`config.mk`:
```
export PLATFORM = sky130hd
export DESIGN_NAME = accu_counter
export DESIGN_NICKNAME = d
export VERILOG_FILES = /design/src/rtl/accu_counter.sv
export SDC_FILE = /design/constraint.sdc
export NUM_CORES = 1
export LEC_CHECK = 0
export BUFFER_PORTS_ARGS = -buffer_cell sky130_fd_sc_hd__clkbuf_2
export CORE_MARGIN = 1.5
export CORE_UTILIZATION = 30
export CTS_BUF_LIST = sky130_fd_sc_hd__clkbuf_2 sky130_fd_sc_hd__clkbuf_4 sky130_fd_sc_hd__clkbuf_8
export CTS_CLUSTER_DIAMETER = 120
export DETAILED_ROUTE_END_ITERATION = 16
export HOLD_SLACK_MARGIN = 0.05
export PLACE_DENSITY_LB_ADDON = 0.08
export REMOVE_ABC_BUFFERS = 1
export SETUP_SLACK_MARGIN = 0.05
export SLEW_MARGIN = 20
export SYNTH_ARGS = -nofsm -noshare
export SYNTH_HDL_FRONTEND = slang
export SYNTH_SLANG_ARGS = --single-unit
```
`constraint.sdc`:
```
create_clock -name clk -period 7.2 [get_ports clk]
set_clock_uncertainty 0.15 [all_clocks]
set_input_delay 1.8 -clock clk [delete_from_list [all_inputs] [get_ports clk]]
set_output_delay 1.8 -clock clk [all_outputs]
set_load 0.02 [all_outputs]
```
`src/rtl/accu_counter.sv`:
```
// Registered up/down accumulator with programmable limit, wrap/saturate modes and boundary flags.
// Optional step prescaler enabled by defining COUNTER_PRESCALE_EN.
module accu_counter #(
    parameter int unsigned WIDTH     = 32,
    parameter int unsigned INC_WIDTH = 8,
    parameter int unsigned PRESCALE  = 4
) (
    input  logic                 clk,
    input  logic                 reset,
    input  logic                 en,
    input  logic                 load,
    input  logic [WIDTH-1:0]     load_value,
    input  logic                 down,
    input  logic                 sat_mode,
    input  logic [INC_WIDTH-1:0] increment,
    input  logic [WIDTH-1:0]     limit,
    output logic [WIDTH-1:0]     count,
    output logic                 wrap,
    output logic                 ovf
);

    // One extra bit so limit = 2^WIDTH-1 plus an increment never loses the carry.
    localparam int unsigned EW = WIDTH + 1;

    if (INC_WIDTH > WIDTH || PRESCALE < 1) begin : g_bad_param
        $error("accu_counter: need INC_WIDTH <= WIDTH and PRESCALE >= 1");
    end

    logic [EW-1:0]    cnt_x;
    logic [EW-1:0]    lim_x;
    logic [EW-1:0]    inc_x;
    logic [EW-1:0]    lim_p1;
    logic [EW-1:0]    sum_x;
    logic [EW-1:0]    dif_x;
    logic [WIDTH-1:0] step_val;
    logic             step_evt;
    logic             step_c;

`ifdef COUNTER_PRESCALE_EN
    localparam int unsigned PW = (PRESCALE > 1) ? $clog2(PRESCALE) : 1;

    logic [PW-1:0] pre_cnt;

    assign step_c = en && (pre_cnt == PW'(PRESCALE - 1));

    // Counts enabled cycles; frozen while en is low.
    always_ff @(posedge clk) begin
        if (reset || load) begin
            pre_cnt <= '0;
        end else if (en) begin
            pre_cnt <= step_c ? '0 : pre_cnt + PW'(1);
        end
    end
`else
    assign step_c = en;
`endif

    // Next value and boundary event for one step.
    always_comb begin
        cnt_x    = EW'(count);
        lim_x    = EW'(limit);
        inc_x    = EW'(increment);
        lim_p1   = lim_x + EW'(1);
        sum_x    = cnt_x + inc_x;
        dif_x    = cnt_x - inc_x;
        step_val = count;
        step_evt = 1'b0;
        if (inc_x != '0) begin
            if (!sat_mode && inc_x > lim_x) begin
                step_val = '0;
                step_evt = 1'b1;
            end else if (!down) begin
                if (sum_x <= lim_x) begin
                    step_val = WIDTH'(sum_x);
                    step_evt = sat_mode && (sum_x == lim_x);
                end else if (!sat_mode) begin
                    step_val = WIDTH'(sum_x - lim_p1);
                    step_evt = 1'b1;
                end else if (cnt_x != lim_x) begin
                    step_val = limit;
                    step_evt = 1'b1;
                end
            end else begin
                if (inc_x <= cnt_x) begin
                    step_val = (dif_x > lim_x) ? limit : WIDTH'(dif_x);
                    step_evt = sat_mode && (dif_x == '0);
                end else if (!sat_mode) begin
                    step_val = WIDTH'(cnt_x + lim_p1 - inc_x);
                    step_evt = 1'b1;
                end else if (cnt_x != '0) begin
                    step_val = '0;
                    step_evt = 1'b1;
                end
            end
        end
    end

    always_ff @(posedge clk) begin
        if (reset) begin
            count <= '0;
            wrap  <= 1'b0;
            ovf   <= 1'b0;
        end else if (load) begin
            count <= (load_value > limit) ? limit : load_value;
            wrap  <= 1'b0;
            ovf   <= 1'b0;
        end else if (step_c) begin
            count <= step_val;
            wrap  <= step_evt;
            ovf   <= ovf | step_evt;
        end else begin
            wrap  <= 1'b0;
        end
    end

endmodule

```
==> impl_results.md <==
- Clk slew on worst S/H paths: roughly 0.11 ns
- RR Startpoint: count[0]
- Worst-path cell chain: clkbuf_2, ha_1, inv_1, fa_1, a21o_1, a21oi_1, o211ai_1, nand2b_1, or4_1, xnor2_1, ha_1, nand4_1, nor4_1, and4_1, a211oi_1, a211oi_4, buf_12, mux2_2, a32o_1, mux2i_1, o32ai_1
- Largest cells by area after synthesis: ha_1 (20%), xnor2_1 (9.3%), dfxtp_1 (5.3%), a21oi_1 (5.1%), inv_1 (4.7%)
- CTS tree: yes
- Rel. slew slack: 26.1%
- Worst path required time: between 7 and 8 ns
- Ys Warns: 0
- Min Tclk post-route: approximately 7 ns
- Total Wirelength: about 68000 microns
- Mapped Cells: 1754
- Crit end category: flip-flop
- First-pass GRT wire length: 97500 microns
- Overflow after GRT: 0
- N_diodes: 0
- Post-synthesis sequential area ratio: under 10%
- Max_cap viols: 0
- R2R Setup Slk: approximately 1.3 ns
- Total Power: approximately 0.0026 W
- Synth cell types: 94
- Worst Path Buf+Inv: 3
- Gpl congestion: around 0.99
- Vias in the first global route: 13900
- Highest net fanout along the worst path: 33
- Fmax: approximately 0.14 GHz
- Overall global routing resource usage: 30.0%
- H-tree depth: 2
- Clk buf depth: 2
- Area occupied by multi-input gates: between 10000 and 15000 sq um
- Worst-Margin Slew: approximately 1.1 ns
- Register area: around 700 sq um
- Share of the synthesized area in the top cell type: between 20 and 25%
- Vias per cell: slightly above 6
- Leakage power: approximately 6.7 nW
- Fin util: 34.9%
- Cell depth of the worst setup path: 21
- Die Area: about 44000 sq um
- I/O pin total: ~110
- Final setup vio count: 0
- P&R area growth vs syn: 14.2%
- Num CTS Buffers: 5
- Clock latency on the worst-skew pair: about 0.34 ns
- Die Wd: about 210 microns
- Hold Slack: around 0.34 ns
- Avg Inst Size Synth: 7.34 sq um
- Most common cell in the netlist: ha_1
- FP Rows: 75
- Most used cell, CP: ha_1
- Final-report hold violation count: 0
- Post-route ant nets: 0
- Initial antenna violation count: 2
- Core footprint: 42100 sq um
- Arrival @ worst endpoint: roughly 7.0 ns
- HPWL Detailed: approximately 55000 microns
- Largest area contributor in the netlist: ha_1
- Critical path startpoint category: primary input
- Status: finished clean
- Drt wl/cell: around 28 microns
- Top cells by count, synth: ha_1 (207), inv_1 (160), xnor2_1 (137)
- Initial drt markers: 1576
- # port buffers: between 100 and 150
- Final period util: between 90% and 100%
- Die Span Y: approximately 210 microns
- Critical path's slowest cell: nor4_1
- Hold depth: 2
- Synth Register Bits: 34
- Final #Nets: approximately 2200
- Kind of critical path: primary input to flip-flop
- Routed via count: 14700
- PD cells: ~180 nW/um^2
- CP top delay family: simple AND/OR/NAND/NOR gates
- DRC viols: 0
- Slew Limit Fails: 0
- Launch point of the worst path: increment[0]
- 1st-pass router iterations: 6
- Effective utilization at floorplan: 30.6%
- Worst min path class: flip-flop to flip-flop
- Fill cells: 4559
- Reg2Reg Depth: 21
- Worst vdd ir: ~0.073 mV
- EDFF count, synth: 0
- Min-delay src: ovf
- Netlist Area Pre-Place: between 10000 and 15000 sq um
- RSZ-0062 raised after global routing: false
- Most used flip-flop cell after synthesis: dfxtp_1
- CP peak stage delay: ~0.46 ns
- Share of layout cells above drive strength 1: about 17%
- FFs w/ async S/R, synth: 0%
- Largest net degree at the start of global routing: 36
- CTS Hold Bufs: 0
- Clk sinks: 34
- Root Driver: clkbuf_8
==> layout by cell type (no fill, tap or decap), types with 25 or more instances in the layout <==
cell type	count
xor2_1	26
nand3_1	52
ha_1	207
nor3_1	48
buf_4	101
o211ai_1	31
a21o_1	46
nand2_1	116
and3_1	25
o21ai_0	71
xnor2_1	137
clkbuf_2	111
a21oi_1	130
nand4_1	51
inv_1	160
dfxtp_1	34
nor4_1	26
mux2_2	38
nor2_1	99
==> layer usage <==
metal	GRT usage (%)	wire length [microns]	up-vias	part of all wire, %
met5	0	13	-	0.019
li1	-	-	6773	-
met3	3.04	4530	79	6.7
met4	6.72	1480	2	2.2
met1	44.1	32100	7192	47
met2	46.8	29500	604	44
==> metrics by stage <==
| step | std cells | setup TNS (ns) | worst slack, ns | area (sq um) |
|---|---|---|---|---|
| after floorplan | 1661 | -69.44 | -2.30 | 12400 |
| after global placement | 2416 | -5.89 | -0.330 | 14600 |
| after detailed placement | 2416 | -5.04 | -0.305 | 14600 |
| after CTS | 2427 | 0 | 0.240 | 14700 |
| after global routing | 2427 | 0 | 0.0536 | 14700 |
| final | 2427 | 0 | 0.252 | 14700 |
==> what timing repair did <==
item	CTS	global route
setup endpoints to repair	4	25
buffers inserted	3	0
gates resized for setup	0	4
pin swaps	1	0
==> power by group <==
| group | leakage, nW | total (W) | switching (W) | internal [W] |
|---|---|---|---|---|
| clock | 0.0575 | 0.000214 | 0.000117 | 0.0000976 |
| combinational | 6.40 | 0.00209 | 0.00128 | 0.000815 |
| sequential | 0.282 | 0.000294 | 0.0000844 | 0.000209 |
| total | 6.74 | 0.00260 | 0.00148 | 0.00112 |
==> worst paths after layout <==
kind	endpoint
worst max-delay path	count[25]
worst min-delay path	ovf
worst max register to register	count[25]
worst min register to register	ovf
==> area by class of cell <==
cell class | count | share of cell area [%]
flip-flops and latches | 34 | 4.63
inverters | 162 | 4.13
well taps | 539 | 4.58
clock buffers | 8 | 0.748
repair buffers | 219 | 9.88
multi-input cells | 1465 | 76.0
==> worst min-delay path, delay by kind of cell (launching register included) <==
kind / cells / cell delay [ns]
flops: 1 / 0.33
simple gates: 2 / 0.13
==> registers in the layout (all words and copies together), names as in the netlist <==
name   count
count     32
ovf        1
wrap       1
==> cell families (layout without fill, tap and decap cells) <==
group / Yosys count / count (layout) / synth area share [%]
buffers and inverters: 255 / 389 / 8.14
AO/OA/AOI/OAI: 502 / 502 / 27.4
adder cells (fa/ha/maj): 218 / 218 / 21.8
XOR/XNOR: 163 / 163 / 11.1
AND/OR/NAND/NOR: 523 / 523 / 21.3
flip-flops: 34 / 34 / 5.28
multiplexers: 59 / 59 / 4.95
(Power assumes the default switching activity.)
